### src/rtl/alu_seq_if.sv
// Operand/result handshake bundle for alu_seq.
// The master drives operands and out_ready. The slave (the ALU) drives in_ready and the result.
interface alu_seq_if #(
    parameter int WIDTH = 32,
    parameter int SHW   = $clog2(WIDTH)
);
    logic             in_valid;
    logic             in_ready;
    logic [WIDTH-1:0] In1;
    logic [WIDTH-1:0] In2;
    logic [3:0]       opcode;
    logic [2:0]       SR_Cont;
    logic [SHW-1:0]   SR_Bit;
    logic             S;
    logic             out_valid;
    logic             out_ready;
    logic [WIDTH-1:0] Out;
    logic [3:0]       Flags;

    modport master (
        output in_valid, In1, In2, opcode, SR_Cont, SR_Bit, S, out_ready,
        input  in_ready, out_valid, Out, Flags
    );

    modport slave (
        input  in_valid, In1, In2, opcode, SR_Cont, SR_Bit, S, out_ready,
        output in_ready, out_valid, Out, Flags
    );
endinterface

### src/rtl/alu_seq.sv
// Registered ALU with {N,Z,C,V} flags, CMP, an iterative shift-add multiplier and valid/ready handshakes.
// Optional macro ALU_SEQ_ASR_EN makes SR_Cont=100 an arithmetic shift right.
//
// state | meaning
// IDLE  | waiting for an operand bundle
// BUSY  | multiplier iterating, one partial-product bit per cycle
// HOLD  | result presented, out_valid=1
module alu_seq #(
    parameter int WIDTH = 32,
    parameter int SHW   = $clog2(WIDTH)
) (
    input  logic      clk,
    input  logic      rst,
    alu_seq_if.slave  bus
);
    localparam int MSB = WIDTH - 1;
    localparam int CW  = $clog2(WIDTH + 1);

    localparam logic [3:0] OP_ADD = 4'd0;
    localparam logic [3:0] OP_SUB = 4'd1;
    localparam logic [3:0] OP_MUL = 4'd2;
    localparam logic [3:0] OP_OR  = 4'd3;
    localparam logic [3:0] OP_AND = 4'd4;
    localparam logic [3:0] OP_XOR = 4'd5;
    localparam logic [3:0] OP_CMP = 4'd6;

    typedef enum logic [1:0] {S_IDLE, S_BUSY, S_HOLD} state_t;

    state_t           r_state;
    logic [WIDTH-1:0] r_out;
    logic [3:0]       r_flags;
    logic             r_out_valid;
    logic [WIDTH-1:0] r_mcand;
    logic [WIDTH-1:0] r_mplier;
    logic [WIDTH-1:0] r_acc;
    logic [CW-1:0]    r_cnt;
    logic             r_s;

    logic [31:0]      w_amt;
    logic [31:0]      w_rot;
    logic [WIDTH-1:0] w_in3;
    logic [WIDTH:0]   w_sum;
    logic [WIDTH:0]   w_dif;
    logic             w_v_add;
    logic             w_v_sub;
    logic [WIDTH-1:0] w_res;
    logic [3:0]       w_flags_nxt;
    logic             w_flag_en;
    logic             w_out_en;
    logic             w_in_ready;
    logic             w_accept;
    logic [WIDTH-1:0] w_acc_nxt;

    // Shifter on operand B; amounts at or past WIDTH only arise for non-power-of-two widths.
    always_comb begin
        w_amt = 32'(bus.SR_Bit);
        w_rot = w_amt % 32'(WIDTH);
        case (bus.SR_Cont)
            3'b001:  w_in3 = (w_amt >= 32'(WIDTH)) ? '0 : (bus.In2 >> w_amt);
            3'b010:  w_in3 = (w_amt >= 32'(WIDTH)) ? '0 : (bus.In2 << w_amt);
            3'b011:  w_in3 = (bus.In2 >> w_rot) | (bus.In2 << (32'(WIDTH) - w_rot));
`ifdef ALU_SEQ_ASR_EN
            3'b100:  w_in3 = $signed(bus.In2) >>> w_amt;
`endif
            default: w_in3 = bus.In2;
        endcase
    end

    always_comb begin
        w_sum       = {1'b0, bus.In1} + {1'b0, w_in3};
        w_dif       = {1'b0, bus.In1} - {1'b0, w_in3};
        w_v_add     = (bus.In1[MSB] == w_in3[MSB]) && (w_sum[MSB] != bus.In1[MSB]);
        w_v_sub     = (bus.In1[MSB] != w_in3[MSB]) && (w_dif[MSB] != bus.In1[MSB]);
        w_res       = '0;
        w_out_en    = 1'b1;
        w_flag_en   = 1'b0;
        w_flags_nxt = r_flags;
        case (bus.opcode)
            OP_ADD: begin
                w_res       = w_sum[MSB:0];
                w_flags_nxt = {w_sum[MSB], w_sum[MSB:0] == '0, w_sum[WIDTH], w_v_add};
                w_flag_en   = bus.S;
            end
            OP_SUB: begin
                w_res       = w_dif[MSB:0];
                w_flags_nxt = {w_dif[MSB], w_dif[MSB:0] == '0, ~w_dif[WIDTH], w_v_sub};
                w_flag_en   = bus.S;
            end
            OP_CMP: begin
                w_out_en    = 1'b0;
                w_flags_nxt = {w_dif[MSB], w_dif[MSB:0] == '0, ~w_dif[WIDTH], w_v_sub};
                w_flag_en   = 1'b1;
            end
            OP_OR, OP_AND, OP_XOR: begin
                if (bus.opcode == OP_OR)
                    w_res = bus.In1 | w_in3;
                else if (bus.opcode == OP_AND)
                    w_res = bus.In1 & w_in3;
                else
                    w_res = bus.In1 ^ w_in3;
                w_flags_nxt = {w_res[MSB], w_res == '0, r_flags[1:0]};
                w_flag_en   = bus.S;
            end
            default: ;
        endcase
    end

    assign w_in_ready = (r_state == S_IDLE) || ((r_state == S_HOLD) && bus.out_ready);
    assign w_accept   = bus.in_valid && w_in_ready;
    assign w_acc_nxt  = r_acc + (r_mplier[0] ? r_mcand : '0);

    always_ff @(posedge clk) begin
        if (rst) begin
            r_state     <= S_IDLE;
            r_out       <= '0;
            r_flags     <= '0;
            r_out_valid <= 1'b0;
            r_mcand     <= '0;
            r_mplier    <= '0;
            r_acc       <= '0;
            r_cnt       <= '0;
            r_s         <= 1'b0;
        end else if (w_accept) begin
            if (bus.opcode == OP_MUL) begin
                r_state     <= S_BUSY;
                r_out_valid <= 1'b0;
                r_mcand     <= bus.In1;
                r_mplier    <= w_in3;
                r_acc       <= '0;
                r_cnt       <= CW'(WIDTH);
                r_s         <= bus.S;
            end else begin
                r_state     <= S_HOLD;
                r_out_valid <= 1'b1;
                if (w_out_en)
                    r_out <= w_res;
                if (w_flag_en)
                    r_flags <= w_flags_nxt;
            end
        end else begin
            case (r_state)
                S_BUSY: begin
                    // WIDTH iterations, then one more edge to publish the product.
                    if (r_cnt == '0) begin
                        r_state     <= S_HOLD;
                        r_out_valid <= 1'b1;
                        r_out       <= r_acc;
                        if (r_s)
                            r_flags <= {r_acc[MSB], r_acc == '0, r_flags[1:0]};
                    end else begin
                        r_acc    <= w_acc_nxt;
                        r_mcand  <= r_mcand << 1;
                        r_mplier <= r_mplier >> 1;
                        r_cnt    <= r_cnt - CW'(1);
                    end
                end
                S_HOLD: begin
                    if (bus.out_ready) begin
                        r_state     <= S_IDLE;
                        r_out_valid <= 1'b0;
                    end
                end
                default: r_state <= S_IDLE;
            endcase
        end
    end

    assign bus.in_ready  = w_in_ready;
    assign bus.out_valid = r_out_valid;
    assign bus.Out       = r_out;
    assign bus.Flags     = r_flags;
endmodule

### src/flat_wrapper.sv
// flat-port wrapper written by rule: the top's interface ports become plain ports
module alu_seq_flat 
#(
    parameter int WIDTH = 32,
    parameter int SHW   = $clog2(WIDTH)
)
  (clk, rst, bus_in_valid, bus_In1, bus_In2, bus_opcode, bus_SR_Cont, bus_SR_Bit, bus_S, bus_out_ready, bus_in_ready, bus_out_valid, bus_Out, bus_Flags);
  alu_seq_if #(.WIDTH(WIDTH), .SHW(SHW)) bus_i ();
  input  logic clk;
  input  logic rst;
  input wire logic [$bits(bus_i.in_valid)-1:0] bus_in_valid;
  input wire logic [$bits(bus_i.In1)-1:0] bus_In1;
  input wire logic [$bits(bus_i.In2)-1:0] bus_In2;
  input wire logic [$bits(bus_i.opcode)-1:0] bus_opcode;
  input wire logic [$bits(bus_i.SR_Cont)-1:0] bus_SR_Cont;
  input wire logic [$bits(bus_i.SR_Bit)-1:0] bus_SR_Bit;
  input wire logic [$bits(bus_i.S)-1:0] bus_S;
  input wire logic [$bits(bus_i.out_ready)-1:0] bus_out_ready;
  output wire logic [$bits(bus_i.in_ready)-1:0] bus_in_ready;
  output wire logic [$bits(bus_i.out_valid)-1:0] bus_out_valid;
  output wire logic [$bits(bus_i.Out)-1:0] bus_Out;
  output wire logic [$bits(bus_i.Flags)-1:0] bus_Flags;
  assign bus_i.in_valid = bus_in_valid;
  assign bus_i.In1 = bus_In1;
  assign bus_i.In2 = bus_In2;
  assign bus_i.opcode = bus_opcode;
  assign bus_i.SR_Cont = bus_SR_Cont;
  assign bus_i.SR_Bit = bus_SR_Bit;
  assign bus_i.S = bus_S;
  assign bus_i.out_ready = bus_out_ready;
  assign bus_in_ready = bus_i.in_ready;
  assign bus_out_valid = bus_i.out_valid;
  assign bus_Out = bus_i.Out;
  assign bus_Flags = bus_i.Flags;
  alu_seq #(.WIDTH(WIDTH), .SHW(SHW)) u_core (.clk(clk), .rst(rst), .bus(bus_i));
endmodule
### config.mk
export PLATFORM = sky130hd
export DESIGN_NAME = alu_seq_flat
export DESIGN_NICKNAME = d
export VERILOG_FILES = /design/src/rtl/alu_seq_if.sv /design/src/rtl/alu_seq.sv /design/src/flat_wrapper.sv
export SDC_FILE = /design/constraint.sdc
export NUM_CORES = 1
export LEC_CHECK = 0
export BUFFER_PORTS_ARGS = -buffer_cell sky130_fd_sc_hd__buf_2
export CAP_MARGIN = 20
export CORE_UTILIZATION = 30
export CTS_CLUSTER_SIZE = 25
export DETAILED_ROUTE_END_ITERATION = 12
export PLACE_DENSITY = 0.52
export RECOVER_POWER = 50
export SYNTH_ARGS = -nofsm -noshare
export SYNTH_HDL_FRONTEND = slang
export SYNTH_SLANG_ARGS = --single-unit
### constraint.sdc
create_clock -name clk -period 5.1 [get_ports clk]
set_input_delay 0 -clock clk [delete_from_list [all_inputs] [get_ports clk]]
set_output_delay 0 -clock clk [all_outputs]
set_load 0.05 [all_outputs]
======== After elaboration in Yosys (flattened, before gate mapping) ========
Cells that the tools add are included.
storage, ports and cells
  bits in registers ....................... 142
  latch bits .............................. 0
  bits in writable memories ............... 0
  ROM bits ................................ 0
  word-level logic and storage cells ...... 120
  memories ................................ 0
operators by class
  add/subtract/negate cells ............... 5
  multiply operators ...................... 0
  divide/modulo/power cells ............... 0
  $lt $le $gt $ge ......................... 0
  equality and inequality tests ........... 23
  shifts and indexed selects .............. 3
  mux-type cells .......................... 45
  bitwise logic cells ..................... 7
  reduce and logical (&&, ||, !) cells .... 27
operators with widths
  cell                                                                   number
  32-bit two-way mux                                                     21
  32-bit case mux with 3 select lines                                    2
  32-bit zero test                                                       4
  32-bit bitwise OR                                                      2
  32-bit by 32-bit adder with 33-bit output                              1
  32-bit by 32-bit subtractor with 33-bit output                         1
  32-bit adder                                                           1
  32-bit AND                                                             1
  32-bit by 32-bit left shift with 32-bit output                         1
  32-bit by 5-bit left shift with 32-bit output                          1
  32-bit by 5-bit right shift with 32-bit output                         1
  32-bit bitwise XOR                                                     1
  4-bit two-way mux                                                      6
  6-bit two-way mux                                                      4
  4-bit by 3-bit equality test with 1-bit output, second input constant  3
  4-bit case mux with 3 select lines                                     1
  4-bit by 2-bit equality test with 1-bit output, second input constant  2
  2-bit two-way mux                                                      4
  2-bit nonzero test                                                     4
  6-bit by 5-bit subtractor with 7-bit output, first input constant      1
  3-bit by 2-bit equality test with 1-bit output, second input constant  2
  6-bit zero test                                                        1
  2-bit != test, second input constant                                   3
  3-bit AND reduction                                                    2
  27 further kinds                                                       40

======== Depth between registers and ports, before layout ========
Gate-level depths: netlist of run 1.
  word-level depth ........................ 13
  mapped depth ............................ 30
  mapped depth without buffers ............ 24

======== Worst setup path before layout of run 1 ========
No wires, ideal clock.
  path type ............................... input-to-reg
  start point ............................. input port bus_SR_Bit[1]
  end point ............................... register u_core.r_flags[2] (netlist: u_core.bus.Flags[2])
  data arrival time ....................... 5.510 ns
  data required time ...................... 5.013 ns
  setup slack ............................. -0.497 ns
  cell stages on the path ................. 25
  cells stage by stage .................... buf_2 > buf_2 > inv_1 > clkbuf_1 > buf_1 > ha_1 > xor2_1 > buf_2 > mux2i_1 > o21ai_0 > mux2i_1 > o31ai_1 > a221oi_1 > ha_1 > or3b_2 > a311oi_1 > o31a_1 > a211oi_4 > a211oi_1 > nor2_1 > a311oi_1 > nand4_1 > nor4_1 > nand4b_1 > o31ai_1
on the way
  longest elaborated chain between the ends .. 13
  elaborated cells between the ends (all ways) .. 21
RTL lines
  element                                                                                                 RTL line            text
  start, declared                                                                                         flat_wrapper.sv:16  input wire logic [$bits(bus_i.SR_Bit)-1:0] bus_SR_Bit;
  6-bit by 5-bit subtractor with 7-bit output                                                             alu_seq.sv:61       3'b011: w_in3 = (bus.In2 >> w_rot) | (bus.In2 << (32'(WIDTH) - w_rot));
  32-bit by 32-bit left shift with 32-bit output                                                          alu_seq.sv:61
  32-bit bitwise OR                                                                                       alu_seq.sv:61
  32-bit case mux with 3 select lines (*)                                                                 alu_seq.sv:58       case (bus.SR_Cont)
  parallel branches: the longest is 5 deep, another holds 32-bit by 32-bit subtractor with 33-bit output  --
  4-bit case mux with 3 select lines (*)                                                                  alu_seq.sv:78       case (bus.opcode)
  4-bit two-way mux (*)                                                                                   alu_seq.sv:137      if (w_flag_en)
  4-bit two-way mux (*)                                                                                   alu_seq.sv:124      if (bus.opcode == OP_MUL) begin
  4-bit two-way mux (*)                                                                                   alu_seq.sv:123      end else if (w_accept) begin
  end signal, assigned                                                                                    alu_seq.sv:138      r_flags <= w_flags_nxt;
  end signal, assigned                                                                                    alu_seq.sv:149      r_flags <= {r_acc[MSB], r_acc == '0, r_flags[1:0]};
  end, declared                                                                                           alu_seq.sv:31       logic [3:0] r_flags;
Mark *: on every way between the ends. The select of a mux whose other input is x is not followed.
A chain may end at the register's enable or synchronous reset.

======== Worst setup path in the final report of run 1 ========
  start point ............................. input port bus_SR_Bit[0]
  end point ............................... register u_core.r_flags[2] (netlist: u_core.bus.Flags[2])
The elaborated chain is that of the path after synthesis.

==> flow_metrics.env, run 1 <==
export IMPL_status="complete, but fails checks"
export IMPL_violations="capacitance limit, slew limit"
export IMPL_cts_max_path_buffers=2
export IMPL_rrSetupSlack_ps=300
export IMPL_drtAntennaViolNets=0
export IMPL_layout_setup_ws_ps=180
export IMPL_critPathKind="in2reg"
export IMPL_start_util_pct=30.6
export IMPL_required_ps=5480
export IMPL_relSlewSlack_pct=-52.1
export IMPL_end_kind="flop"
export IMPL_grt_usage_pct=28.4
export IMPL_final_cells=4017
export IMPL_synthTopCellsByArea="dfxtp_1 15%, ha_1 8.9%, nand2_1 7.4%"
export IMPL_rr_worst_depth=11
export IMPL_cts_buffers=17
export IMPL_synth_top_area_share_pct=15.3
export IMPL_drv_cap=2
export IMPL_p_int_mw=3.24
export IMPL_leakage_nw=11.1
export IMPL_fill_cells=6412
export IMPL_final_max_slew_viol_count=104
export IMPL_fin_nets=3439
export IMPL_grt_ovfl_total=0
export IMPL_routed_wl_um=91800
export IMPL_final_hold_violation_count=0
export IMPL_rows=90
export IMPL_drc_errors=0
export IMPL_swShare_pct=43.0
export IMPL_fp_dieH_um=251
export IMPL_power_total_mw=5.69
export IMPL_arrival_ps=5300
export IMPL_switchingPower_mw=2.45
export IMPL_synth_fp_nets=2885
export IMPL_ios=119
export IMPL_synth_seq_cells=142
export IMPL_first_global_vias=21800
export IMPL_syn_cell_area_sq_um=18600
export IMPL_gp_congestion=1.05
export IMPL_critPathMaxFanout=16
export IMPL_ys_warn_count=0
export IMPL_slowest_delay_ps=550
export IMPL_vias=22800
export IMPL_synth_edf_count=0
export IMPL_power_density_nw_per_um2=227
export IMPL_synthToLayoutAreaGrowth_pct=34.6
export IMPL_first_pass_iters=6
export IMPL_clockRootBuffer="clkbuf_16"
export IMPL_fin_setup_tns_ps=0
export IMPL_ir_drop_v=0.000184
export IMPL_drt_iter0_markers=2236
export IMPL_final_common_cell="buf_4"
export IMPL_grt_max_degree=86
export IMPL_place_inst=3949
export IMPL_async_reset_ff_share_pct=0
export IMPL_crit_start="bus_SR_Bit[0]"
export IMPL_grt_pass1_wl_um=137000
export IMPL_syn_area_per_cell_sq_um=6.97
export IMPL_holdWs_ps=94.9
export IMPL_clkLatencyLatePin_ps=460
export IMPL_core_area_sq_um=60800
export IMPL_antenna_found_initial=0
export IMPL_die_area_sq_um=63000
export IMPL_finalSetupViolCount=0
export IMPL_synthCells=2668
export IMPL_rr_startpoint="u_core.r_state[0]"
export IMPL_yosysUniqueCellTypes=98
export IMPL_cpMostUsedCell="buf_4"
export IMPL_wl_per_cell_um=22.9
export IMPL_yosysSeqAreaShare_pct=15.3
export IMPL_start_kind="primary input"
export IMPL_cts_tree="done"
export IMPL_h_tree_depth=4
export IMPL_finalCritPeriodShare_pct=96.5
export IMPL_combPwrFrac_pct=57.2
export IMPL_via_per_inst=5.68
export IMPL_worstSetupEndpoint="u_core.bus.Flags[2]"
export IMPL_finalCriticalPeriod_ps=4920
export IMPL_worst_slew_pin_slew_ps=2280
export IMPL_clock_skew_ps=14.3
export IMPL_port_buffers=118
export IMPL_cts_clk_slew_worst_paths_ps=70
export IMPL_dp_slack_ps=-793
export IMPL_regToRegEndpoint="u_core.r_mplier[9]"
export IMPL_dpl_hpwl_um=73400
export IMPL_rsz0062_at_grt="true"
export IMPL_dieWidth_um=251
export IMPL_holdCritPathClass="in2reg"
export IMPL_p_seq_share_pct=20.4
export IMPL_final_cell_mix="569 x buf_4, 365 x nand2_1, 295 x nor2_1"
export IMPL_diodes=0
export IMPL_final_layout_size_suffix_gt1_share_pct=26.1
export IMPL_slowest_stage="mux4_2"
export IMPL_synth_largest_area_cell="dfxtp_1"
export IMPL_crit_chain="buf_4, buf_4, buf_6, mux4_2, mux4_2, mux2_2, a22oi_1, a2bb2oi_2, buf_4, buf_4, inv_1, ha_1, a211oi_2, nand2_1, o221ai_2, mux2_2, nor4_1, buf_4, nand4_1, nor4_2, buf_4, and4b_1, a41oi_1, o31ai_1"
export IMPL_ys_flop_type="dfxtp_1"
export IMPL_clock_sinks=142
export IMPL_clkPwrFrac_pct=22.4
export IMPL_max_freq_ghz=0.203
-- per-stage QoR --
step | util (%) | cell area, sq um
floorplan | - | 18600
global placement | 39.3 | 23900
detailed placement | 39.3 | 23900
CTS | 40.9 | 24900
global route | 41.2 | 25000
finish | 41.2 | 25000
-- what timing repair did --
action / CTS / global route
hold buffers: 33 / 0
pin swaps: 2 / 7
hold endpoints to repair: 33 / 0
setup endpoints to repair: 9 / 21
resized for setup: 13 / 47
buffers inserted: 1 / 2
-- cells by family (layout without fill, tap and decap cells) --
family / count (synthesis) / in the layout / synth area share (%)
and+or+nand+nor: 981 / 981 / 23.8
AOI/OAI and AO/OA: 827 / 827 / 29.7
buffers and inverters: 332 / 899 / 6.96
muxes: 160 / 160 / 10.7
DFF: 142 / 142 / 15.3
adders and majority gates: 136 / 136 / 9.27
xor gates and xnor gates: 90 / 90 / 4.28
-- layer usage --
layer	global-route usage, %	up-vias	part of all wire [%]
li1	-	10800	-
met3	3.51	165	6.9
met5	0	-	0
met2	44.2	980	43
met1	39.7	10900	46
met4	11.0	0	4.0
-- critical path: cells and delay by family --
kind            cells  cell delay [ps]
mux                 4             1730
fa+ha+maj           1              220
buf+inv             8             1050
simple gates        5             1060
compound gates      6             1210
-- state kept, by name, summed over array words and instances (netlist names) --
| signal | count |
|---|---|
| u_core.r_acc | 32 |
| u_core.r_state | 2 |
| u_core.r_s | 1 |
| u_core.bus.Flags | 4 |
| u_core.r_cnt | 6 |
| u_core.r_mcand | 32 |
| u_core.bus.Out | 32 |
| u_core.r_mplier | 32 |
| u_core.bus.out_valid | 1 |
-- cell type report --
| type | instances | area, sq um | share of cell area (%) |
|---|---|---|---|
| Multi-Input combinational cell | 2194 | 14800 | 59.1 |
| Timing Repair Buffer | 736 | 5350 | 21.4 |
| Sequential cell | 142 | 2840 | 11.4 |
| Tap cell | 782 | 978 | 3.91 |
| Inverter | 131 | 492 | 1.97 |
| Clock buffer | 18 | 439 | 1.76 |
| Clock inverter | 14 | 134 | 0.535 |
-- worst min path at each step --
stage                     cells after the start          start                    to
after global routing                          2            rst     u_core.r_state[0]
after global placement                        3          bus_S            u_core.r_s
final                                         6  bus_out_ready  u_core.bus.out_valid
after CTS                                     6  bus_out_ready  u_core.bus.out_valid
after detailed placement                      3          bus_S            u_core.r_s
after floorplan                               2          bus_S            u_core.r_s
-- power by group through the flow --
stage / clock [mW] / sequential (mW) / combinational (mW)
after floorplan: 0 / 1.24 / 1.53
after global placement: 0 / 1.18 / 3.09
after detailed placement: 0 / 1.18 / 3.10
after CTS: 1.31 / 1.16 / 3.14
after global routing: 1.34 / 1.16 / 3.47
final: 1.27 / 1.16 / 3.25
-- cells in the mapped netlist (63+ instances only) --
master	count
ha_1	133
nor3_1	64
mux2i_1	103
nand2_1	366
a211oi_1	63
nor2_1	295
xnor2_1	74
dfxtp_1	142
clkbuf_1	149
inv_1	127
o21ai_0	130
a21oi_1	260
(Power assumes the default switching activity.)
==> run 2, diff against run 1 <==
--- a/config.mk
+++ b/config.mk
@@ -10,7 +10,8 @@
 export CORE_UTILIZATION = 30
 export CTS_CLUSTER_SIZE = 25
 export DETAILED_ROUTE_END_ITERATION = 12
-export PLACE_DENSITY = 0.52
+export MAX_ROUTING_LAYER = met4
+export PLACE_DENSITY = 0.5
 export RECOVER_POWER = 50
 export SYNTH_ARGS = -nofsm -noshare
 export SYNTH_HDL_FRONTEND = slang
==> constraint.sdc (replaced) <==
create_clock -name clk -period 5.6 [get_ports clk]
set_input_delay 0 -clock clk [delete_from_list [all_inputs] [get_ports clk]]
set_output_delay 0 -clock clk [all_outputs]
set_load 0.05 [all_outputs]
==> flow_metrics.env, run 2 (synthesized netlist as in run 1, its figures left out) <==
export IMPL_status="complete, but fails checks"
export IMPL_violations="capacitance limit, slew limit"
export IMPL_finalCritPeriodShare_pct=94.6
export IMPL_drv_cap=2
export IMPL_clockRootBuffer="clkbuf_16"
export IMPL_clock_sinks=142
export IMPL_ir_drop_v=0.000181
export IMPL_grt_usage_pct=29.8
export IMPL_wl_per_cell_um=24.0
export IMPL_fp_dieH_um=251
export IMPL_rr_startpoint="u_core.r_state[0]"
export IMPL_grt_pass1_wl_um=138000
export IMPL_clock_skew_ps=20.3
export IMPL_final_max_slew_viol_count=70
export IMPL_final_cell_mix="396 x buf_4, 366 x nand2_1, 293 x nor2_1"
export IMPL_ios=119
export IMPL_dp_slack_ps=-510
export IMPL_relSlewSlack_pct=-49.2
export IMPL_port_buffers=118
export IMPL_cts_clk_slew_worst_paths_ps=80
export IMPL_drtAntennaViolNets=0
export IMPL_first_global_vias=21400
export IMPL_p_seq_share_pct=21.1
export IMPL_stdcell_area_sq_um=23500
export IMPL_start_util_pct=30.6
export IMPL_holdWs_ps=79.8
export IMPL_final_common_cell="buf_4"
export IMPL_gp_congestion=0.999
export IMPL_placed_cell_area_sq_um=22600
export IMPL_grt_ovfl_total=0
export IMPL_holdCritPathClass="in2reg"
export IMPL_critPathKind="in2reg"
export IMPL_fin_setup_tns_ps=0
export IMPL_start_kind="primary input"
export IMPL_crit_start="bus_SR_Bit[0]"
export IMPL_worstHoldStart="bus_out_ready"
export IMPL_grt_max_degree=78
export IMPL_cts_tree="done"
export IMPL_layout_setup_ws_ps=305
export IMPL_slowest_stage="a221oi_4"
export IMPL_cts_setup_buffers=0
export IMPL_final_hold_violation_count=0
export IMPL_arrival_ps=5690
export IMPL_drt_iter0_markers=2107
export IMPL_h_tree_depth=4
export IMPL_swShare_pct=43.4
export IMPL_cts_max_path_buffers=2
export IMPL_critPathMaxFanout=41
export IMPL_routed_wl_um=92200
export IMPL_slowest_delay_ps=440
export IMPL_first_pass_iters=6
export IMPL_finalSetupViolCount=0
export IMPL_final_layout_size_suffix_gt1_share_pct=20.6
export IMPL_rows=90
export IMPL_worst_slew_pin_slew_ps=2240
export IMPL_synthToLayoutAreaGrowth_pct=26.5
export IMPL_die_area_sq_um=63000
export IMPL_dpl_hpwl_um=73700
export IMPL_via_per_inst=5.79
export IMPL_finalCriticalPeriod_ps=5290
export IMPL_required_ps=5990
export IMPL_switchingPower_mw=2.16
export IMPL_leakage_nw=10.2
export IMPL_max_freq_ghz=0.189
export IMPL_clkPwrFrac_pct=23.9
export IMPL_utilization_pct=38.7
export IMPL_final_cells=3841
export IMPL_antenna_found_initial=2
export IMPL_dieWidth_um=251
export IMPL_p_int_mw=2.82
export IMPL_place_inst=3773
export IMPL_power_density_nw_per_um2=212
export IMPL_clkLatencyLatePin_ps=480
export IMPL_vias=22200
export IMPL_combPwrFrac_pct=55.0
export IMPL_end_kind="flop"
export IMPL_fin_nets=3262
export IMPL_power_total_mw=4.98
export IMPL_cts_buffers=17
export IMPL_core_area_sq_um=60800
export IMPL_drc_errors=0
export IMPL_cpMostUsedCell="buf_4"
[run 2: cell count changes in the layout (fill, tap and decap cells not counted), sizes merged]
cell and delta:
buf -176, inv -2, dlygate4sd3 +2, clkbuf -3
bufinv +1, diode +2
[run 2: worst paths after layout]
check	slack, ps	endpoint	cells after the start
worst min register to register	450	u_core.bus.Out[20]	2
worst min-delay path	80	u_core.bus.out_valid	6
worst max-delay path	310	u_core.bus.Flags[2]	25
worst max register to register	440	u_core.r_mplier[8]	13
[run 2: cell type report]
cell class | count | area [sq um]
well taps | 782 | 978
multi-input cells | 2194 | 14600
repair buffers | 559 | 4050
clock buffers | 18 | 439
inverters | 131 | 495
flip-flops and latches | 142 | 2840
clock inverters | 13 | 138
diodes | 2 | 5.00
fillers | 6544 | 37300
[run 2: power by group through the flow]
stage	logic (mW)	clock network [mW]	registers, mW
after floorplan	1.39	0	1.13
after global placement	2.67	0	1.07
after detailed placement	2.66	0	1.08
after CTS	2.69	1.22	1.05
after global routing	2.93	1.25	1.06
final	2.74	1.19	1.05
[run 2: timing repair]
action | 4_1_cts | 5_1_grt
hold endpoints to repair | 57 | 0
endpoints found under the setup margin | 0 | 9
gates resized for setup | 0 | 14
hold buffers | 35 | 0
[run 2: metal layers]
layer | vias up | track usage, % | routed length, um
li1 | 10400 | - | -
met1 | 10800 | 40.3 | 42400
met2 | 852 | 45.4 | 40600
met3 | 129 | 3.83 | 6060
met4 | 0 | 10.2 | 3180
met5 | - | - | 0
[run 2: critical path: cells and delay by family]
family,cells,cell delay (ps)
AOI/OAI and AO/OA,10,2460
and+or+nand+nor,5,1210
adders and majority gates,1,200
buffers and inverters,7,1150
muxes,2,600
